$ cat src/rtl/bus_ctrl_pkg.sv
// rtl/bus_ctrl_pkg.sv - shared state encoding and region compare helper for the bus controller
package bus_ctrl_pkg;

  // Widest address the compare helper handles; callers zero-extend into it.
  localparam int MAX_AW = 32;

  localparam logic [1:0] IDLE = 2'd0;
  localparam logic [1:0] WAIT = 2'd1;
  localparam logic [1:0] ACK  = 2'd2;

  typedef enum logic [1:0] {
    ST_IDLE = IDLE,
    ST_WAIT = WAIT,
    ST_ACK  = ACK
  } state_e;

  function automatic logic region_match(input logic [MAX_AW-1:0] addr,
                                        input logic [MAX_AW-1:0] base,
                                        input logic [MAX_AW-1:0] mask);
    return (addr & mask) == (base & mask);
  endfunction

endpackage

$ cat src/rtl/bus_region_dec.sv
// rtl/bus_region_dec.sv - combinational region decode with bank overlay and read-only check
module bus_region_dec
  import bus_ctrl_pkg::*;
#(
  parameter int              AW      = 16,
  parameter int              NCS     = 8,
  parameter int              IW      = (NCS > 1) ? $clog2(NCS) : 1,
  parameter logic [NCS*AW-1:0] CS_BASE = '0,
  parameter logic [NCS*AW-1:0] CS_MASK = '0,
  parameter logic [NCS-1:0]  CS_RO   = '0,
  parameter int              OVL_SRC = 0,
  parameter int              OVL_DST = 1
) (
  input  logic [AW-1:0] ADDR,
  input  logic          RWb,
  input  logic          OVL,
  output logic          hit,
  output logic [IW-1:0] idx,
  output logic          ro_violation
);

  always_comb begin
    hit          = 1'b0;
    idx          = '0;
    ro_violation = 1'b0;
    // Scan downwards so the lowest matching index is the one left standing.
    for (int i = NCS - 1; i >= 0; i--) begin
      if (region_match(MAX_AW'(ADDR),
                       MAX_AW'(CS_BASE[i*AW +: AW]),
                       MAX_AW'(CS_MASK[i*AW +: AW]))) begin
        hit = 1'b1;
        idx = IW'(i);
      end
    end
    if (OVL && hit && (idx == IW'(OVL_SRC))) begin
      idx = IW'(OVL_DST);
    end
    ro_violation = hit && !RWb && CS_RO[idx];
  end

endmodule

$ cat src/rtl/bus_ctrl_gen.sv
// rtl/bus_ctrl_gen.sv - bus cycle FSM: chip selects, E-clock wait states, DTAC generation
// Optional bus-error output enabled with BUSCTL_BERR_EN.
module bus_ctrl_gen
  import bus_ctrl_pkg::*;
#(
  parameter int                AW      = 16,
  parameter int                NCS     = 8,
  parameter int                WSW     = 4,
  parameter int                IW      = (NCS > 1) ? $clog2(NCS) : 1,
  parameter logic [NCS*AW-1:0]  CS_BASE = '0,
  parameter logic [NCS*AW-1:0]  CS_MASK = '0,
  parameter logic [NCS*WSW-1:0] CS_WAIT = '0,
  parameter logic [NCS-1:0]     CS_RO   = '0,
  parameter int                OVL_SRC = 0,
  parameter int                OVL_DST = 1
) (
  input  logic          SYSCLK,
  input  logic          RST,
  input  logic          CE,
  input  logic          AS,
  input  logic [AW-1:0] ADDR,
  input  logic          RWb,
  input  logic          OVL,
  output logic [NCS-1:0] CSn,
  output logic          DTAC,
  output logic          BUSY,
`ifdef BUSCTL_BERR_EN
  output logic          BERRn,
`endif
  output logic [IW-1:0] HIT_IDX
);

  logic          dec_hit;
  logic [IW-1:0] dec_idx;
  logic          dec_ro;

  bus_region_dec #(
    .AW      (AW),
    .NCS     (NCS),
    .IW      (IW),
    .CS_BASE (CS_BASE),
    .CS_MASK (CS_MASK),
    .CS_RO   (CS_RO),
    .OVL_SRC (OVL_SRC),
    .OVL_DST (OVL_DST)
  ) u_dec (
    .ADDR         (ADDR),
    .RWb          (RWb),
    .OVL          (OVL),
    .hit          (dec_hit),
    .idx          (dec_idx),
    .ro_violation (dec_ro)
  );

  state_e         state_q, state_d;
  logic [WSW-1:0] cnt_q, cnt_d;
  logic [NCS-1:0] csn_q, csn_d;
  logic           dtac_q, dtac_d;
  logic [IW-1:0]  idx_q, idx_d;
`ifdef BUSCTL_BERR_EN
  logic           berrn_q, berrn_d;
  logic           err_q, err_d;
`endif

  always_ff @(posedge SYSCLK) begin
    if (RST) begin
      state_q <= ST_IDLE;
      cnt_q   <= '0;
      csn_q   <= '1;
      dtac_q  <= 1'b1;
      idx_q   <= '0;
`ifdef BUSCTL_BERR_EN
      berrn_q <= 1'b1;
      err_q   <= 1'b0;
`endif
    end else begin
      state_q <= state_d;
      cnt_q   <= cnt_d;
      csn_q   <= csn_d;
      dtac_q  <= dtac_d;
      idx_q   <= idx_d;
`ifdef BUSCTL_BERR_EN
      berrn_q <= berrn_d;
      err_q   <= err_d;
`endif
    end
  end

  always_comb begin
    state_d = state_q;
    cnt_d   = cnt_q;
    csn_d   = csn_q;
    dtac_d  = dtac_q;
    idx_d   = idx_q;
`ifdef BUSCTL_BERR_EN
    berrn_d = berrn_q;
    err_d   = err_q;
`endif
    case (state_q)
      ST_IDLE: begin
        csn_d  = '1;
        dtac_d = 1'b1;
        if (!AS) begin
          state_d = ST_WAIT;
          idx_d   = dec_idx;
          // Unmapped or protected accesses get no select and a zero-wait termination.
          if (dec_hit && !dec_ro) begin
            csn_d = ~(NCS'(1) << dec_idx);
            cnt_d = CS_WAIT[dec_idx*WSW +: WSW];
          end else begin
            cnt_d = '0;
          end
`ifdef BUSCTL_BERR_EN
          err_d = !(dec_hit && !dec_ro);
`endif
        end
      end
      ST_WAIT: begin
        if (AS) begin
          state_d = ST_IDLE;
          csn_d   = '1;
        end else if (cnt_q == '0) begin
          state_d = ST_ACK;
`ifdef BUSCTL_BERR_EN
          if (err_q) berrn_d = 1'b0;
          else       dtac_d  = 1'b0;
`else
          dtac_d = 1'b0;
`endif
        end else if (CE) begin
          cnt_d = cnt_q - WSW'(1);
        end
      end
      ST_ACK: begin
        if (AS) begin
          state_d = ST_IDLE;
          csn_d   = '1;
          dtac_d  = 1'b1;
`ifdef BUSCTL_BERR_EN
          berrn_d = 1'b1;
`endif
        end
      end
      default: begin
        state_d = ST_IDLE;
        csn_d   = '1;
        dtac_d  = 1'b1;
      end
    endcase
  end

  assign CSn     = csn_q;
  assign DTAC    = dtac_q;
  assign BUSY    = (state_q != ST_IDLE);
  assign HIT_IDX = idx_q;
`ifdef BUSCTL_BERR_EN
  assign BERRn   = berrn_q;
`endif

endmodule
$ cat config.mk
export PLATFORM = sky130hd
export DESIGN_NAME = bus_ctrl_gen
export DESIGN_NICKNAME = d
export VERILOG_FILES = /design/src/rtl/bus_ctrl_pkg.sv /design/src/rtl/bus_region_dec.sv /design/src/rtl/bus_ctrl_gen.sv
export SDC_FILE = /design/constraint.sdc
export NUM_CORES = 1
export LEC_CHECK = 0
export CORE_ASPECT_RATIO = 0.9
export CORE_MARGIN = 2
export CORE_UTILIZATION = 23
export CTS_CLUSTER_SIZE = 10
export DETAILED_ROUTE_END_ITERATION = 10
export GPL_TIMING_DRIVEN = 0
export PLACE_DENSITY = 0.5
export SYNTH_ARGS = -nofsm -noshare
export SYNTH_HDL_FRONTEND = slang
export SYNTH_HIERARCHICAL = 1
export SYNTH_SLANG_ARGS = --single-unit
$ cat constraint.sdc
create_clock -name SYSCLK -period 3.9 [get_ports SYSCLK]
set_clock_uncertainty 0.1 [all_clocks]
set_input_delay 0.39 -clock SYSCLK [delete_from_list [all_inputs] [get_ports SYSCLK]]
set_output_delay 0.39 -clock SYSCLK [all_outputs]
set_load 0.01 [all_outputs]
# Yosys cells after proc, flatten, opt, wreduce, memory -nomap -nowiden
# Memories as Yosys holds them, arrays and structs flattened.
# Cells that the tools add are included.
# classes
addsub	1
mux	21
n_eq_ne	10
order_cmp	1
reduce_logical	11
shifts	2
bitwise	2
# op_table
op	n
$shiftx 32x6->4 const A	1
$mux 8	3
$mux 4	5
$pmux 8 s2	1
$ne 2x2->1 const B	6
$mux 2	4
$not 8->8	1
$pmux 4 s2	1
$shl 1x3->8 const A	1
$pmux 2 s3	1
$reduce_and 3->1	2
$mux 1	5
$reduce_and 5->1	1
$logic_not 4->1	1
$lt 3x4->1 const B	1
$reduce_bool 2->1	2
$sub 4x1->4 const B	1
$ne 3x3->1 const B	1
$eq 2x1->1 const B	1
$eq 2x2->1 const B	1
$logic_not 2->1	1
$ne 2x1->1 const B	1
$pmux 1 s2	1
$reduce_and 2->1	1
other kinds (4)	4
# word_totals
inputBits	22
out_inout_bits	13
rom_bits	8
regBits	18
memories	1
wordCells	54
# mem_list
name	words	width	rd	rd_ports_with_merged_regs	wr	line	rtl
(no name shown)	8	1	1	0	0	bus_region_dec.sv:38	ro_violation = hit && !RWb && CS_RO[idx];

# Logic depth before layout (Yosys ltp)
# Gate-level depths: netlist (run 1).
# depth
ltp_word	7
ltp_mapped	6
ltp_nobuf	5

# Cells and area by module
# The synthesis (run 1) kept the hierarchy.
# by_module_without_submodules
module	seq_area_each_um2	n_inst	area_each_um2	cells_each
bus_ctrl_gen	360.3	1	932.1	104
bus_region_dec	0.0	1	45.0	7

# Worst setup path before layout (run 1)
# Ideal clock, no wire load.
# synth_timing
path_type	reg2reg
startpoint	reg state_q[1]
endpoint	reg dtac_q (netlist: DTAC)
synth_period_minus_slack_ps	1569
stages_incl_launch_ff	6
setup_slack_ps	2331
n_path_buf	0
t_arrival_ps	1353
t_required_ps	3685
setup_time_ps	115
path_cell_list	dfxtp_1 inv_1 ha_1 inv_1 or4_1 and3_1
# synth_via
elab_chain_cells	3
word_cells_on_any_way	7
cone_classes	5 x eq/ne; 1 x mux; 1 x reduce/logical
# synth_lines
element	line	rtl
start: declaration	bus_ctrl_gen.sv:55	state_e state_q, state_d;
start signal: assignment	bus_ctrl_gen.sv:77	state_q <= state_d;
$eq 2x1->1 / $eq 2x2->1 (equally long branches)	bus_ctrl_gen.sv:99	case (state_q)
$ne 2x2->1 (no source line)	--	
$reduce_and 3->1 (no source line)	--	
end signal: assignment	bus_ctrl_gen.sv:80	dtac_q <= dtac_d;
end: declaration	bus_ctrl_gen.sv:58	logic dtac_q, dtac_d;
# Several ways; a longest one is shown, not always the timed one.
# A chain may end at the register's enable or synchronous reset.

# Final worst setup path (run 1)
# layout_timing
startpoint	reg state_q[0]
endpoint	out BUSY
# layout_via
elab_chain_cells	1
# layout_lines
element	line	rtl
$reduce_bool 2->1	bus_ctrl_gen.sv:154	assign BUSY = (state_q != ST_IDLE);
end: declaration	bus_ctrl_gen.sv:26	output logic BUSY,
# No other way between the ends.

==> results of run 1 <==
==> cell usage after synthesis (all sizes together) (2+ instances only) <==
library cell	count	area (um^2)
dfxtp	18	360.4
ha	7	87.58
nand2	8	30.03
mux2i	7	70.07
nor3b	2	15.01
or3	2	12.51
buf	7	60.06
nor2b	2	12.51
o32ai	5	43.79
nor2	10	37.54
inv	14	52.55
a2111oi	3	32.53
nor3	2	10.01
conb	2	7.510
nor4	4	25.02
or4	2	15.01
o21ai	5	25.02
==> worst max-delay path: stages (launching register included) <==
cell,delay (ps)
dfxtp_1,380
inv_1,110
ha_1,270
inv_1,80
clkdlybuf4s50_1,530
==> kinds of logic after synthesis <==
| kind of cell | Yosys count | share of synthesized area (%) |
|---|---|---|
| muxes | 7 | 7.171 |
| DFF | 18 | 36.88 |
| AOI/OAI and AO/OA | 18 | 14.60 |
| other | 2 | 0.7685 |
| buffers and inverters | 22 | 11.91 |
| adders and majority gates | 7 | 8.962 |
| and+or+nand+nor | 37 | 19.72 |
==> state kept, by name, indices dropped and copies added (netlist names) <==
name     cells
CSn          8
DTAC         1
HIT_IDX      3
cnt_q        4
state_q      2
==> stage by stage <==
step / instance area [um^2] / setup slack (ps)
after floorplan: 984.7 / 2331
after global placement: 1195 / 2092
after detailed placement: 1195 / 2066
after CTS: 1250 / 1765
after global routing: 1250 / 1697
final: 1250 / 1786
==> path summary, 6_finish.rpt <==
| path | from | to | slack [ps] | cells after the start |
|---|---|---|---|---|
| worst max-delay path | state_q[0]$_SDFFE_PP0P_ | BUSY | 1790 | 4 |
| worst min-delay path | OVL | HIT_IDX[0]$_SDFFE_PP0P_ | 350 | 3 |
| worst max register to register | state_q[1]$_SDFFE_PP0P_ | cnt_q[0]$_SDFFE_PP0P_ | 2090 | 5 |
| worst min register to register | cnt_q[1]$_SDFFE_PP0P_ | cnt_q[1]$_SDFFE_PP0P_ | 380 | 2 |
==> final cells by class <==
type | count | area share (%)
Multi-Input combinational cell | 73 | 40.64
Sequential cell | 18 | 28.83
Timing Repair Buffer | 15 | 12.01
Buffer | 8 | 5.105
Tap cell | 48 | 4.805
Clock buffer | 4 | 4.404
Inverter | 14 | 4.204
==> layer usage <==
metal / vias to the layer above / wire length (um) / track usage (%) / part of all wire (%)
met5: - / 0 / 0 / 0
met4: 0 / 32 / 4.861 / 1.5
met3: 4 / 63 / 1.982 / 3.0
met2: 16 / 892 / 14.09 / 43
met1: 389 / 1079 / 13.15 / 52
li1: 424 / - / - / -
==> power groups by stage <==
stage / registers [uW] / clock network (uW) / logic [uW]
2_1_floorplan: 231 / 0 / 192
3_3_place_gp: 230 / 0 / 266
3_5_place_dp: 232 / 0 / 269
4_1_cts: 227 / 159 / 273
5_1_grt: 232 / 169 / 302
6_report: 227 / 154 / 274
==> run summary, run 1 <==
via-per-instance ratio: 4.628
register share of total power: 34.7%
Distinct cells, synth: 30
top_reg_cell synth: dfxtp_1
nets: 162
FMAX: 473.0 MHz
global-route usage over all layers: 9.588%
status: completed
DRT antenna net count: 0
worst slew pin tran: 639.4 ps
Core Box Area: 0.004074 mm^2
Clock Sinks: 18
total wire length: 2067 um
share of layout cells above drive strength 1: 9.091%
P per Cell Area: 524.6 mW/mm^2
commonest non-fill, non-tap cells in the layout: dfxtp_1, clkdlybuf4s50_1, inv_1
area of the multi-input gates: 508.0 um^2
P_leak: 0.0004849 uW
Net Sw Frac: 36.23%
part of the cycle the worst path needs: 54.20%
CP max FO: 5
CP endpoint kind: output pin
TritonCTS clock tree: built
Fillers: 447
Clock Tree Buf Depth: 2
cell total after placement: 176
row count: 22
Post-CTS Resized: 0
ANT cells: 0
clock-pin slew on the worst setup and hold paths: 70 ps
Avg WL per Cell: 11.48 um
1st-iter DRT viols: 19
number of buffers added on ports: 15
Initial Util: 23.99%
initial antenna violation count: 0
number of max-cap violations: 0
ys async rst share: 0%
GPL Wtd Cong: 0.7425
io pins: 35
Slew Limit Fails: 0
hold crit path type: primary input to flip-flop
Worst-Skew Late Latency: 250 ps
Tot Pwr: 655.7 uW
sequential share of the synthesized area: 36.88%
die area: 0.004787 mm^2
final cell count without fillers: 180
drt drc: 0
Die X: 72.71 um
Setup CP Type: flip-flop to output pin
Finished Core Util: 30.68%
Setup Buffers After CTS: 0
clock power share: 23.5%
P_sw: 237.5 uW
H-tree levels: 1
sequential cell area: 360.3 um^2
Syn-to-layout area delta: 27.91%
Syn Std Cell Area: 977.2 um^2
Post-synth EDFFs: 0
fin crit period: 2114 ps
cells after synthesis: 111
TritonCTS Buffers: 3
Min Hold Slack: 348.9 ps
final setup violation count: 0
Hold Fails Final Rpt: 0
Gate power share: 41.8%
most common cell after layout, fill and taps aside: dfxtp_1
DR vias: 833
CTS Hold Bufs: 0
GRT overflow: 0
#FFs+latches synth: 18
Ys Warns: 6
Detailed Routing Iterations Pass 1: 4
TNS Setup: 0 ps
Req. time, crit path: 3410 ps
startpoint types: flip-flop
Peak VDD IR: 0.1346 mV
RSZ-0062 raised after global routing: false
DP Wirelength: 1560 um
clk root buf: clkbuf_8
P_int: 418.1 uW
vias in the first global route: 796
Die Ht: 65.84 um
largest net degree at the start of global routing: 11
Slew HR: 57.28%
first-pass GRT wire length: 3553 um
syn avg cell area: 8.803 um^2
CP Data Arrival Time: 1620 ps
(Power assumes the default switching activity.)
==> run 2, diff against run 1 <==
PLACE_DENSITY = 0.51   (was 0.5)
clock period = 1.9 ns   (was 3.9 ns; I/O delays follow)
==> run 2 against run 1 <==
  * Sequential share of layout area fell by 0.27 points
  * Power rose by 110%
  * Via count fell by 2.3%
  * Die area did not move
  * Routed wire length rose by 1.6%
  * Utilization rose by 0.40 points
  * Global-route usage fell by 0.090 points
  * Critical path depth rose by 1
  * Combinational power rose by 120%
  * Sequential power rose by 110%
  * Critical endpoint is now state_q[0]$_SDFFE_PP0P_
  * Largest cell class unchanged
  * Largest power group unchanged
==> run summary, run 2 (synthesis gave the netlist of run 1 again) <==
Core Box Area: 0.004074 mm^2
commonest non-fill, non-tap cells in the layout: dfxtp_1, clkdlybuf4s50_1, inv_1
Syn-to-layout area delta: 29.58%
max reg flops: 8
share of layout cells above drive strength 1: 10.61%
CP max stage cell: nor3b_1
area of the multi-input gates: 523.0 um^2
via-per-instance ratio: 4.522
CP Data Arrival Time: 1890 ps
CP endpoint kind: flip-flop
Setup CP Type: flip-flop to flip-flop
FMAX: 555.1 MHz
Clock Tree Buf Depth: 2
TNS Setup: 0 ps
vias in the first global route: 777
first-pass GRT wire length: 3477 um
status: completed
clk root buf: clkbuf_8
Critical Path Max Stage Delay: 620 ps
die area: 0.004787 mm^2
part of the cycle the worst path needs: 94.81%
initial antenna violation count: 0
GPL Wtd Cong: 0.7431
P_leak: 0.0004859 uW
global-route usage over all layers: 9.498%
Worst R2R Start: cnt_q[0]$_SDFFE_PP0P_
most common cell after layout, fill and taps aside: dfxtp_1
largest net degree at the start of global routing: 11
DP Wirelength: 1521 um
Slew HR: 50.38%
Worst-Skew Late Latency: 260 ps
Detailed Routing Iterations Pass 1: 4
nets: 162
pre-CTS setup slack: 152.9 ps
TritonCTS clock tree: built
Fillers: 423
sequential cell area: 361.6 um^2
CP max FO: 5
Die Ht: 65.84 um
clock-pin slew on the worst setup and hold paths: 70 ps
Peak VDD IR: 0.3037 mV
DRT antenna net count: 0
fin area: 0.001266 mm^2
crit path from: cnt_q[0]$_SDFFE_PP0P_
Placed Area: 0.001195 mm^2
Setup Buffers After CTS: 0
Die X: 72.71 um
H-tree levels: 1
1st-iter DRT viols: 42
Slew Limit Fails: 0
GRT overflow: 0
total wire length: 2100 um
CTS Hold Bufs: 0
fin crit period: 1801 ps
hold crit path type: primary input to flip-flop
io pins: 35
number of max-cap violations: 0
setup ws final: 98.64 ps
number of buffers added on ports: 15
startpoint types: flip-flop
row count: 22
DR vias: 814
Min-Delay Startpoint: OVL
Tot Pwr: 1380 uW
worst slew pin tran: 742.7 ps
Req. time, crit path: 1990 ps
final setup violation count: 0
Clock Sinks: 18
Initial Util: 23.99%
P per Cell Area: 1090 mW/mm^2
Avg WL per Cell: 11.67 um
Hold Fails Final Rpt: 0
ANT cells: 0
critical-path cell list: inv_1, ha_1, nor3b_1, o31a_1, mux2i_1
drt drc: 0
TritonCTS Buffers: 3
## run 2: metrics by stage
| step | hold WS, ps | instances | util, % |
|---|---|---|---|
| floorplan | 250.7 | 113 | - |
| global placement | 359.6 | 176 | 29.33 |
| detailed placement | 362.9 | 176 | 29.33 |
| CTS | 149.1 | 180 | 30.71 |
| global route | 162.7 | 180 | 31.08 |
| finish | 147.4 | 180 | 31.08 |
## run 2: area by class of cell
cell class,instances,share of cell area [%]
flip-flops and latches,18,28.56
repair buffers,15,11.86
plain buffers,8,5.040
multi-input cells,73,41.30
well taps,48,4.743
clock buffers,4,4.348
inverters,14,4.150
## run 2: final timing paths
path / end / slack [ps] / cells after the start
min: HIT_IDX[0]$_SDFFE_PP0P_ / 150 / 3
max: state_q[0]$_SDFFE_PP0P_ / 100 / 5
min reg2reg: cnt_q[0]$_SDFFE_PP0P_ / 370 / 2
max reg2reg: state_q[0]$_SDFFE_PP0P_ / 100 / 5
## run 2: where the power goes
group          switching [uW]  total (uW)  internal, uW
Combinational             331         591           261
Clock                     135         320           184
Sequential               37.4         469           431
## run 2: critical path, delay by kind of cell, from the launching register on
kind / cells / cell delay (ps)
flops: 1 / 320
fa+ha+maj: 1 / 160
buf+inv: 1 / 90
compound gates: 1 / 240
simple gates: 1 / 620
mux: 1 / 190
## run 2: metal layers
metal	vias to the layer above	GRT usage [%]	routed length (um)
met5	-	0	0
met4	0	6.250	50
met3	4	1.829	57
met2	12	14.89	950
met1	377	11.78	1042
li1	421	-	-
## run 2: repair_timing
action | 4_1_cts | 5_1_grt
setup endpoints to repair | 1 | 3
endpoints found under the hold margin | 0 | 0
resized for setup | 1 | 2
